**src/rtl/dm_frame_sequencer.sv**
```systemverilog
// dm_frame_sequencer: walks the DAC shadow RAM one slot at a time (cs-major),
// gathers one word per SPI port, launches all SPI masters together and waits
// for them to finish before moving to the next slot of the frame.
module dm_frame_sequencer #(
    parameter int NPORTS  = 6,
    parameter int NCS     = 4,
    parameter int NCHAN   = 8,
    parameter int DW      = 24,
    parameter int AW      = 8,
    parameter int TIMEOUT = 4096
) (
    input  logic                 clk,
    input  logic                 rst,
    input  logic                 frame_go,
    input  logic                 frame_abort,
    input  logic                 err_clr,
    output logic                 ram_rd_en,
    output logic [AW-1:0]        ram_addr,
    input  logic [DW-1:0]        ram_rd_data,
    output logic [NPORTS-1:0]    spi_start,
    output logic [NPORTS*DW-1:0] spi_data,
    output logic [1:0]           spi_cs_sel,
    output logic [2:0]           spi_chan,
    input  logic [NPORTS-1:0]    spi_busy,
    output logic                 busy,
    output logic                 frame_done,
    output logic [15:0]          frame_count,
    output logic                 err_overrun,
    output logic                 err_timeout
);

    localparam int FW = (NPORTS > 1) ? $clog2(NPORTS) : 1;
    localparam int TW = (TIMEOUT > 1) ? $clog2(TIMEOUT) : 1;

    typedef enum logic [2:0] {
        ST_IDLE,
        ST_FETCH,
        ST_CAPTURE,
        ST_LAUNCH,
        ST_ARM,
        ST_WAIT,
        ST_NEXT,
        ST_DONE
    } stateT;

    stateT                 stateQ, stateD;
    logic [1:0]            csQ;
    logic [2:0]            chanQ;
    logic [FW-1:0]         fetchCnt;
    logic [TW-1:0]         toCnt;
    logic                  capEn;
    logic [FW-1:0]         capIdx;
    logic [NPORTS*DW-1:0]  spiDataQ;
    logic [1:0]            csSelQ;
    logic [2:0]            chanSelQ;
    logic [15:0]           frameCountQ;
    logic                  errOverrunQ;
    logic                  errTimeoutQ;

    logic spiIdle;
    logic lastFetch;
    logic lastSlot;
    logic toExpire;
    logic launchNow;
    logic timeoutEvt;
    logic doneEvt;

    assign spiIdle   = (spi_busy == '0);
    assign lastFetch = (fetchCnt == FW'(NPORTS - 1));
    assign lastSlot  = (csQ == 2'(NCS - 1)) && (chanQ == 3'(NCHAN - 1));
    assign toExpire  = (toCnt == TW'(TIMEOUT - 1));
    assign doneEvt   = (stateQ == ST_DONE) && !frame_abort;

    // Next-state logic plus the launch/timeout events that depend on the transition taken.
    always_comb begin
        // NOTE: every signal driven here gets a default before the case so no path leaves it unassigned, which would infer a latch.
        stateD     = stateQ;
        launchNow  = 1'b0;
        timeoutEvt = 1'b0;
        case (stateQ)
            ST_IDLE:    if (frame_go && !frame_abort) stateD = ST_FETCH;
            ST_FETCH:   if (lastFetch) stateD = ST_CAPTURE;
            ST_CAPTURE: stateD = ST_LAUNCH;
            ST_LAUNCH: begin
                if (spiIdle) begin
                    stateD    = ST_ARM;
                    launchNow = 1'b1;
                end else if (toExpire) begin
                    stateD     = ST_IDLE;
                    timeoutEvt = 1'b1;
                end
            end
            ST_ARM:     stateD = ST_WAIT;
            ST_WAIT: begin
                if (spiIdle) begin
                    stateD = ST_NEXT;
                end else if (toExpire) begin
                    stateD     = ST_IDLE;
                    timeoutEvt = 1'b1;
                end
            end
            ST_NEXT:    stateD = lastSlot ? ST_DONE : ST_FETCH;
            ST_DONE:    stateD = ST_IDLE;
            default:    stateD = ST_IDLE;
        endcase
        // Abort beats everything except reset; a launch or timeout in the same cycle is dropped.
        if (frame_abort && (stateQ != ST_IDLE)) begin
            stateD     = ST_IDLE;
            launchNow  = 1'b0;
            timeoutEvt = 1'b0;
        end
    end

    // State register.
    always_ff @(posedge clk) begin
        // NOTE: clocked state uses non-blocking assignments so every register samples pre-edge values regardless of block order.
        if (rst) stateQ <= ST_IDLE;
        else     stateQ <= stateD;
    end

    // Slot position (cs, chan): cleared at frame start, advanced in NEXT.
    always_ff @(posedge clk) begin
        if (rst) begin
            csQ   <= '0;
            chanQ <= '0;
        end else if ((stateQ == ST_IDLE) && (stateD == ST_FETCH)) begin
            csQ   <= '0;
            chanQ <= '0;
        end else if ((stateQ == ST_NEXT) && (stateD == ST_FETCH)) begin
            if (chanQ == 3'(NCHAN - 1)) begin
                chanQ <= '0;
                csQ   <= csQ + 2'd1;
            end else begin
                chanQ <= chanQ + 3'd1;
            end
        end
    end

    // FETCH read index and the LAUNCH/WAIT timeout counter, each restarting on state entry.
    always_ff @(posedge clk) begin
        if (rst) begin
            fetchCnt <= '0;
            toCnt    <= '0;
        end else begin
            fetchCnt <= (stateQ == ST_FETCH) ? fetchCnt + FW'(1) : '0;
            if (((stateD == ST_LAUNCH) || (stateD == ST_WAIT)) && (stateD == stateQ))
                toCnt <= toCnt + TW'(1);
            else
                toCnt <= '0;
        end
    end

    // Capture each RAM word into its port lane one cycle after the read; latch slot indices in CAPTURE.
    always_ff @(posedge clk) begin
        // NOTE: the lane storage is reset like control state because spi_data must read zero after rst.
        if (rst) begin
            capEn    <= 1'b0;
            capIdx   <= '0;
            spiDataQ <= '0;
            csSelQ   <= '0;
            chanSelQ <= '0;
        end else begin
            capEn  <= (stateQ == ST_FETCH);
            capIdx <= fetchCnt;
            if (capEn && ((stateQ == ST_FETCH) || (stateQ == ST_CAPTURE)))
                spiDataQ[int'(capIdx)*DW +: DW] <= ram_rd_data;
            if (stateQ == ST_CAPTURE) begin
                csSelQ   <= csQ;
                chanSelQ <= chanQ;
            end
        end
    end

    // Completed-frame counter (wraps at 16 bits) and sticky error flags where a new event beats err_clr.
    always_ff @(posedge clk) begin
        if (rst) begin
            frameCountQ <= '0;
            errOverrunQ <= 1'b0;
            errTimeoutQ <= 1'b0;
        end else begin
            if (doneEvt) frameCountQ <= frameCountQ + 16'd1;

            if (frame_go && (stateQ != ST_IDLE)) errOverrunQ <= 1'b1;
            else if (err_clr)                    errOverrunQ <= 1'b0;

            if (timeoutEvt)   errTimeoutQ <= 1'b1;
            else if (err_clr) errTimeoutQ <= 1'b0;
        end
    end

    assign busy        = (stateQ != ST_IDLE);
    assign ram_rd_en   = (stateQ == ST_FETCH);
    assign ram_addr    = ram_rd_en ? AW'((32'(csQ) * NCHAN + 32'(chanQ)) * NPORTS + 32'(fetchCnt)) : '0;
    assign spi_start   = launchNow ? '1 : '0;
    assign spi_data    = spiDataQ;
    assign spi_cs_sel  = csSelQ;
    assign spi_chan    = chanSelQ;
    assign frame_done  = doneEvt;
    assign frame_count = frameCountQ;
    assign err_overrun = errOverrunQ;
    assign err_timeout = errTimeoutQ;

endmodule
```
**config.mk**
```make
export PLATFORM = sky130hd
export DESIGN_NAME = dm_frame_sequencer
export DESIGN_NICKNAME = d
export VERILOG_FILES = /design/src/rtl/dm_frame_sequencer.sv
export SDC_FILE = /design/constraint.sdc
export NUM_CORES = 1
export LEC_CHECK = 0
export CORE_MARGIN = 2
export CORE_UTILIZATION = 46
export CTS_CLUSTER_DIAMETER = 30
export DETAILED_ROUTE_END_ITERATION = 12
export PLACE_DENSITY = 0.83
export SLEW_MARGIN = 20
export SYNTH_ARGS = -nofsm -noshare
export SYNTH_HDL_FRONTEND = slang
export SYNTH_SLANG_ARGS = --single-unit
```
**constraint.sdc**
```tcl
create_clock -name clk -period 3.4 [get_ports clk]
set_input_delay 0.68 -clock clk [delete_from_list [all_inputs] [get_ports clk]]
set_output_delay 0.68 -clock clk [all_outputs]
set_load 0.01 [all_outputs]
```
==> run_results.csv, run 1 <==
group,metric,value,unit
drt,vias,8834,
floorplan,fp.dieH,149,microns
timing,finalSetupTns,0,ns
place,gp_congestion,0.940,
critical_path,worstReg2RegStart,"capIdx[1]$_SDFF_PP0_",
power,power.leakage,4.80,nW
timing,maxSlewViolCount,0,
global_route,grt-busiest-layer,"met2",
power,power,4.58,mW
floorplan,core,20900,sq um
floorplan,start_util,46.5,%
place,placed_cells,1545,
timing,min_period_over_period,97.3,%
drt,via_per_inst,5.60,
critical_path,crit_required,2.72,ns
power,swShare,26.2,%
cells_and_area,n_antenna_cell,0,
critical_path,r2r-end,"spi_data[115]$_SDFFE_PP0P_",
drt,first_iter_violations,696,
global_route,grt.overflow.total,0,
critical_path,critPathLaunchType,"flop",
clock_tree,cts_buffers,17,
cells_and_area,stdcell_area,12800,sq um
synthesis,yosys_register_bits,194,
critical_path,worstSetupEndpointType,"output port",
synthesis,avgSynthCellArea,8.86,sq um
global_route,grt_pass1_vias,8287,
place,placed_area,12100,sq um
min_path,min_path_type,"reg2reg",
global_route,grt_pass1_wl,43.4,mm
place,portBuffers,218,
floorplan,dieArea,22300,sq um
timing,relSlewSlack,48.5,%
synthesis,synth_top_area_share,40.0,%
synthesis,netlist_area,9720,sq um
synthesis,syn-num-nets,1153,
cells_and_area,drive_gt1_share,10.4,%
power,peakVddDrop,0.000301,V
min_path,hold_depth,2,
clock_tree,clockBufferDepth,2,
global_route,met3_usage,4.34,%
job,maxCapViolCount,0,
critical_path,ff2ff_setup_slack,0.21,ns
critical_path,critPathBufInv,1,
cells_and_area,final_nets,1345,
critical_path,critPathArrivalTime,2.63,ns
clock_tree,cts.sink_count,194,
critical_path,timing.critical_path.max_delay_family,"adder cells",
timing,hold_viol,0,
clock_tree,postCtsSetupBuffers,0,
clock_tree,cts_tree,"yes",
cells_and_area,layout_common_cells,"clkdlybuf4s50_1, nor2_1, dfxtp_1",
synthesis,yosys_warnings,0,
critical_path,cp_max_fo,5,
synthesis,synth.area.top_cells,"dfxtp_1, mux2i_1, nor2_1, a211oi_1, nand2b_1",
global_route,antenna_found_initial,0,
power,power_frac_clock,44.5,%
synthesis,synth.yosys.seq_area_share,40.0,%
floorplan,fp.dieW,149,microns
synthesis,synthFlopType,"dfxtp_1",
drt,routedWlPerCell,17.5,microns
drt,firstDrtPassIters,5,
clock_tree,h-tree-depth,4,
timing,worstMarginPinSlew,0.773,ns
global_route,grt_max_degree,78,
critical_path,crit_slowest_cell,"clkdlybuf4s50_1",
clock_tree,clock-root-buffer,"clkbuf_16",
power,pwr-share-seq,49.7,%
synthesis,synth_edf_count,0,
cells_and_area,area_delta_synth_final,31.8,%
critical_path,crit_chain,"ha_2 -> fa_2 -> nor2b_1 -> nor2_1 -> nor3b_1 -> clkdlybuf4s50_1",
timing,skew,0.0149,ns
critical_path,crit_type,"reg2out",
power,p_int,3.39,mW
cells_and_area,final_common_cell,"clkdlybuf4s50_1",
clock_tree,cts.clk_slew.worst_paths,0.08,ns
critical_path,critPathCapture,"ram_addr[4]",
critical_path,cp.depth,6,
place,dp_hpwl,20.2,mm
critical_path,crit_start,"chanQ[1]$_SDFFE_PP0P_",
timing,finalSetupViolations,0,
drt,drc,0,
global_route,grtUsageMet1,31.9,%
critical_path,reg2reg_depth,10,
synthesis,synth_cell_type_count,80,
cells_and_area,fin_cells,1577,
global_route,grt_use_met2,39.9,%
synthesis,syn_inst,1097,
synthesis,yosys.area.top_type,"dfxtp_1",
floorplan,rows,53,
timing,fin_crit,3.31,ns
drt,wl,27.7,mm
synthesis,synth_async_sr_flop_share,0,%
clock_tree,clock_latency,0.45,ns
timing,fmax,0.302,GHz
global_route,grt_usage,24.4,%
floorplan,io_pins,219,
power,p_comb_share,5.8,%
critical_path,critPathMaxStageDelay,0.58,ns
drt,drtAntennaViolNets,0,
timing,rsz0062_at_grt,"no",
outcome,status,"finished clean",
power,p_sw,1.20,mW
power,powerDensity,358,nW/um^2
min_path,min_from,"spi_data[76]$_SDFFE_PP0P_",
[registers in the layout, summed over array words and instances, names as in the netlist]
signal and flops:
capIdx 3, frame_count 16, spi_chan 3, spi_cs_sel 2, csQ 2, chanQ 3
err_overrun 1, capEn 1, spi_data 144, fetchCnt 3, stateQ 3, err_timeout 1
toCnt 12
[synthesized netlist by cell type, drive strengths merged, types with 12 or more instances]
cell / instances
nor2: 202
dfxtp: 194
mux2i: 83
nand2: 66
a211oi: 52
a21oi: 48
nand2b: 44
buf: 38
clkbuf: 35
nand3: 28
inv: 23
nor2b: 22
o21ai: 22
xor2: 21
nor3: 20
xnor2: 19
ha: 18
mux2: 18
a22oi: 16
nand4: 12
[per-stage QoR]
step	hold WS (ns)	worst slack [ns]	utilization [%]
floorplan	0.430	0.00260	-
global placement	0.442	0.106	58.1
detailed placement	0.449	-0.00640	58.1
CTS	0.466	-0.0000386	61.1
global route	0.488	0.00446	61.3
finish	0.463	0.0911	61.3
[what timing repair did]
action | 4_1_cts | 5_1_grt
hold buffers | 0 | 0
setup endpoints to repair | 12 | 59
gates resized for setup | 10 | 13
pin swaps | 0 | 3
[worst min path at each step]
| stage | end | slack, ns |
|---|---|---|
| 5_1_grt | spi_data[76]$_SDFFE_PP0P_ | 0.49 |
| 6_report | spi_data[76]$_SDFFE_PP0P_ | 0.46 |
| 2_1_floorplan | toCnt[0]$_SDFF_PP0_ | 0.43 |
| 4_1_cts | spi_data[76]$_SDFFE_PP0P_ | 0.47 |
| 3_3_place_gp | spi_data[72]$_SDFFE_PP0P_ | 0.44 |
| 3_5_place_dp | toCnt[0]$_SDFF_PP0_ | 0.45 |
[power by group through the flow]
stage | sequential (mW) | clock, mW | combinational [mW]
final | 2.28 | 2.04 | 0.264
after global routing | 2.28 | 2.17 | 0.280
after CTS | 2.28 | 2.07 | 0.256
after detailed placement | 2.33 | 0 | 0.255
after global placement | 2.33 | 0 | 0.251
after floorplan | 2.33 | 0 | 0.144
[cells by family (layout without fill, tap and decap cells)]
| family | after synthesis | count (layout) | share of synthesized area (%) |
|---|---|---|---|
| muxes | 101 | 101 | 10.6 |
| AOI/OAI and AO/OA | 209 | 209 | 15.9 |
| xor gates and xnor gates | 40 | 40 | 3.99 |
| and+or+nand+nor | 435 | 435 | 21.9 |
| DFF | 194 | 194 | 40.0 |
| adders and majority gates | 21 | 21 | 2.94 |
| buffers and inverters | 97 | 302 | 4.71 |
[worst min-delay path: stages (launching register included)]
cell and delay (ns):
dfxtp_1 0.32, nand2_1 0.05, a21oi_1 0.05
[per-layer routing]
| metal | vias to the layer above | wire length (microns) |
|---|---|---|
| met1 | 4171 | 11600 |
| li1 | 4244 | - |
| met5 | - | 0 |
| met4 | 0 | 790 |
| met2 | 355 | 13300 |
| met3 | 64 | 2000 |
[area by class of cell]
cell class | instances | area (sq um)
Multi-Input combinational cell | 806 | 5470
Timing Repair Buffer | 246 | 2410
Tap cell | 275 | 344
Fill cell | 1732 | 8080
Clock inverter | 15 | 179
Inverter | 24 | 90.1
Clock buffer | 17 | 425
Sequential cell | 194 | 3890
No activity file was read; power rests on OpenSTA's default activity.
==> inputs of run 2 (changes only) <==
Settings changed: CTS_CLUSTER_SIZE from default to 8, RECOVER_POWER from default to 50.
==> run_results.csv, run 2 (synthesis gave the netlist of run 1 again) <==
group,metric,value,unit
outcome,status,"finished, violations left",
outcome,violations,"max-capacitance violations, max-slew violations",
cells_and_area,layout_common_cells,"nor2_1, dfxtp_1, dlygate4sd3_1",
timing,finalSetupViolations,0,
critical_path,crit_type,"reg2out",
cells_and_area,final_common_cell,"nor2_1",
timing,worstMarginPinSlew,1.90,ns
place,portBuffers,218,
clock_tree,h-tree-depth,4,
cells_and_area,drive_gt1_share,10.3,%
cells_and_area,stdcell_area,12800,sq um
timing,fmax,0.303,GHz
clock_tree,clockBufferDepth,2,
critical_path,cp_max_fo,5,
clock_tree,cts_buffers,17,
drt,drc,0,
cells_and_area,utilization,61.2,%
global_route,met3_usage,4.34,%
clock_tree,clock_latency,0.44,ns
timing,relSlewSlack,-26.3,%
drt,wl,27.6,mm
place,place_ws,-0.00640,ns
power,power,4.58,mW
critical_path,crit_start,"chanQ[0]$_SDFFE_PP0P_",
place,gp_congestion,0.940,
drt,first_iter_violations,629,
min_path,min_from,"spi_data[76]$_SDFFE_PP0P_",
power,power.leakage,5.36,nW
timing,hold_viol,0,
global_route,grt_pass1_wl,43.4,mm
critical_path,ff2ff_setup_slack,0.18,ns
drt,vias,8821,
clock_tree,clock-root-buffer,"clkbuf_16",
floorplan,fp.dieW,149,microns
cells_and_area,largest_register_ffs,144,
timing,rsz0062_at_grt,"no",
global_route,grt_usage,24.4,%
timing,maxSlewViolCount,44,
job,maxCapViolCount,1,
cells_and_area,n_antenna_cell,0,
timing,fin_crit,3.31,ns
global_route,grt_max_degree,78,
floorplan,fp.dieH,149,microns
place,dp_hpwl,20.2,mm
cells_and_area,final_nets,1345,
clock_tree,holdBufCountCts,0,
timing,min_period_over_period,97.2,%
clock_tree,cts_tree,"yes",
critical_path,critPathArrivalTime,2.63,ns
timing,skew,0.0143,ns
drt,routedWlPerCell,17.5,microns
global_route,grt-busiest-layer,"met2",
drt,via_per_inst,5.59,
floorplan,start_util,46.5,%
cells_and_area,area_delta_synth_final,31.6,%
clock_tree,cts.clk_slew.worst_paths,0.08,ns
critical_path,reg2reg_depth,10,
critical_path,worstSetupEndpointType,"output port",
clock_tree,postCtsSetupBuffers,0,
global_route,grt.overflow.total,0,
drt,drtAntennaViolNets,0,
global_route,grt_pass1_vias,8287,
global_route,grt_use_met2,39.9,%
power,peakVddDrop,0.000297,V
global_route,antenna_found_initial,0,
critical_path,critPathLaunchType,"flop",
critical_path,crit_required,2.72,ns
drt,firstDrtPassIters,5,
critical_path,worstReg2RegStart,"capIdx[1]$_SDFF_PP0_",
timing,setup_ws,0.0946,ns
floorplan,rows,53,
global_route,grtUsageMet1,31.9,%
floorplan,core,20900,sq um
floorplan,dieArea,22300,sq um
timing,worst_hold_slack,0.460,ns
place,placed_area,12100,sq um
clock_tree,cts.sink_count,194,
critical_path,critPathCapture,"ram_addr[4]",
floorplan,io_pins,219,
power,powerDensity,358,nW/um^2
min_path,min_path_type,"reg2reg",
critical_path,r2r-end,"spi_data[119]$_SDFFE_PP0P_",
run 2: layout make-up:
type / instances / area [sq um]
Fill cell: 1735 / 8100
Multi-Input combinational cell: 806 / 5470
Sequential cell: 194 / 3890
Timing Repair Buffer: 246 / 2390
Clock buffer: 17 / 425
Tap cell: 275 / 344
Clock inverter: 15 / 179
Inverter: 24 / 90.1
run 2: timing repair:
action | 4_1_cts | 5_1_grt
resized for setup | 10 | 13
gates cloned | 0 | 0
hold endpoints to repair | 0 | 0
endpoints found under the setup margin | 12 | 59
pin swaps | 0 | 3
run 2: worst min path at each step:
| stage | slack (ns) | end | cells past startpoint |
|---|---|---|---|
| 2_1_floorplan | 0.43 | toCnt[0]$_SDFF_PP0_ | 1 |
| 3_3_place_gp | 0.44 | spi_data[72]$_SDFFE_PP0P_ | 2 |
| 3_5_place_dp | 0.45 | toCnt[0]$_SDFF_PP0_ | 1 |
| 4_1_cts | 0.47 | spi_data[76]$_SDFFE_PP0P_ | 2 |
| 5_1_grt | 0.49 | spi_data[76]$_SDFFE_PP0P_ | 2 |
| 6_report | 0.46 | spi_data[76]$_SDFFE_PP0P_ | 2 |
run 2: critical path, stage by stage (launching register included):
cell and delay, ns:
dfxtp_2 0.35, ha_2 0.21, fa_2 0.56, nor2b_1 0.21, nor2_1 0.06, nor3b_1 0.22
clkdlybuf4s50_1 0.58
run 2: power breakdown:
part,total (mW),switching (mW),internal (mW)
Combinational,0.261,0.159,0.102
Sequential,2.28,0.00488,2.27
Clock,2.04,1.03,1.01
run 2: routing by layer:
metal / wire, microns / share of wire (%)
met4: 915 / 3.3
met2: 13200 / 48
met5: 0 / 0
met3: 2030 / 7.4
met1: 11400 / 41
run 2: through the flow:
step	setup TNS, ns	std cells
floorplan	0	1097
global placement	0	1545
detailed placement	-0.00640	1545
CTS	-0.0000386	1577
global route	0	1577
finish	0	1577
==> inputs of run 3 (changes only) <==
Settings changed: CORE_UTILIZATION 46 to 35, PLACE_DENSITY 0.83 to 0.67, SLEW_MARGIN 20 to default.
==> run_results.csv, run 3 (synthesis gave the netlist of run 1 again) <==
group,metric,value,unit
outcome,status,"finished clean",
critical_path,critPathLaunchType,"flop",
global_route,grt_usage,19.2,%
place,dp_hpwl,21.3,mm
drt,drc,0,
timing,worstMarginPinSlew,1.30,ns
power,power,4.61,mW
clock_tree,clockBufferDepth,2,
drt,via_per_inst,5.18,
timing,hold_viol,0,
cells_and_area,n_antenna_cell,0,
global_route,grt_max_degree,81,
critical_path,critPathArrivalTime,3.60,ns
critical_path,worstSetupEndpointType,"flop",
power,p_int,3.38,mW
power,p_comb_share,5.7,%
global_route,grt.overflow.total,0,
cells_and_area,area_delta_synth_final,33.1,%
min_path,min_path_type,"reg2reg",
power,power_frac_clock,44.8,%
place,gp_congestion,0.917,
timing,setup_ws,0.119,ns
drt,vias,8687,
floorplan,rows,60,
cells_and_area,final_common_cell,"nor2_1",
floorplan,fp.dieW,171,microns
timing,finalSetupViolations,0,
timing,min_period_over_period,96.5,%
power,swShare,26.6,%
critical_path,ff2ff_setup_slack,0.12,ns
timing,worst_hold_slack,0.456,ns
cells_and_area,final_nets,1348,
global_route,grt_pass1_vias,8069,
timing,fin_crit,3.28,ns
drt,first_iter_violations,834,
clock_tree,cts_tree,"yes",
critical_path,crit_type,"reg2reg",
clock_tree,cts.clk_slew.worst_paths,0.08,ns
job,maxCapViolCount,0,
place,portBuffers,218,
clock_tree,clock_latency,0.44,ns
global_route,antenna_found_initial,0,
clock_tree,clock-root-buffer,"clkbuf_16",
clock_tree,cts_buffers,17,
power,power.leakage,5.36,nW
floorplan,dieArea,29100,sq um
timing,skew,0.0131,ns
timing,relSlewSlack,13.7,%
clock_tree,cts.sink_count,194,
drt,firstDrtPassIters,6,
timing,fmax,0.305,GHz
global_route,grt_pass1_wl,44.0,mm
clock_tree,h-tree-depth,4,
floorplan,start_util,35.9,%
power,p_sw,1.22,mW
place,placed_area,12300,sq um
cells_and_area,drive_gt1_share,10.3,%
drt,routedWlPerCell,17.1,microns
critical_path,crit_required,3.72,ns
cells_and_area,largest_register_ffs,144,
floorplan,io_pins,219,
cells_and_area,fillerInstances,2578,
power,peakVddDrop,0.000358,V
critical_path,cp_max_fo,8,
cells_and_area,layout_common_cells,"nor2_1, dfxtp_1, dlygate4sd3_1",
drt,drtAntennaViolNets,0,
place,place_ws,0.0460,ns
power,powerDensity,356,nW/um^2
power,pwr-share-seq,49.4,%
floorplan,fp.dieH,171,microns
timing,maxSlewViolCount,0,
timing,finalSetupTns,0,ns
cells_and_area,stdcell_area,12900,sq um
clock_tree,postCtsSetupBuffers,0,
drt,wl,28.7,mm
floorplan,core,27100,sq um
==> run 3: worst paths after layout <==
path,startpoint,to,cells after the start
worst max-delay path,capIdx[1]$_SDFF_PP0_,spi_data[80]$_SDFFE_PP0P_,10
worst min-delay path,spi_data[72]$_SDFFE_PP0P_,spi_data[72]$_SDFFE_PP0P_,2
worst max register to register,capIdx[1]$_SDFF_PP0_,spi_data[80]$_SDFFE_PP0P_,10
worst min register to register,spi_data[72]$_SDFFE_PP0P_,spi_data[72]$_SDFFE_PP0P_,2
==> run 3: metal layers <==
| metal | routed length [microns] | up-vias | GRT usage, % |
|---|---|---|---|
| met1 | 12900 | 4094 | 25.5 |
| met5 | 0 | - | 0 |
| met4 | 569 | 0 | 6.21 |
| met3 | 1810 | 39 | 4.44 |
| met2 | 13500 | 303 | 30.8 |
| li1 | - | 4251 | - |
==> run 3: timing repair <==
action | in CTS | in global routing
endpoints found under the setup margin | 3 | 52
hold buffers | 0 | 0
resized for setup | 8 | 17
==> run 3: layout make-up <==
type	instances	area (sq um)	share of cell area, %
clock buffer	17	425	3.29
timing repair buffer	249	2410	18.6
tap	372	465	3.60
multi-input combinational	806	5480	42.3
clock inverter	15	188	1.45
inverter	24	90.1	0.696
sequential	194	3890	30.0
==> run 3: critical path: stages, from the launching register on <==
cell       delay (ns)
dfxtp_1          0.38
ha_4             0.22
fa_2             0.53
nand2b_4         0.13
nor2_1           0.07
ha_2             0.43
o2111ai_4        0.13
or3b_4           0.46
a21oi_1          0.30
nor2_1           0.21
a22o_1           0.31
==> run 3: per-stage QoR <==
stage	instances	utilization, %
global placement	1645	45.3
CTS	1677	47.6
detailed placement	1645	45.3
global route	1677	47.7
finish	1677	47.7
floorplan	1097	-
==> run 3: power groups by stage <==
stage | logic, mW | registers (mW) | clock network, mW
2_1_floorplan | 0.144 | 2.33 | 0
5_1_grt | 0.281 | 2.28 | 2.21
3_3_place_gp | 0.258 | 2.33 | 0
3_5_place_dp | 0.258 | 2.33 | 0
6_report | 0.264 | 2.28 | 2.07
4_1_cts | 0.260 | 2.28 | 2.11
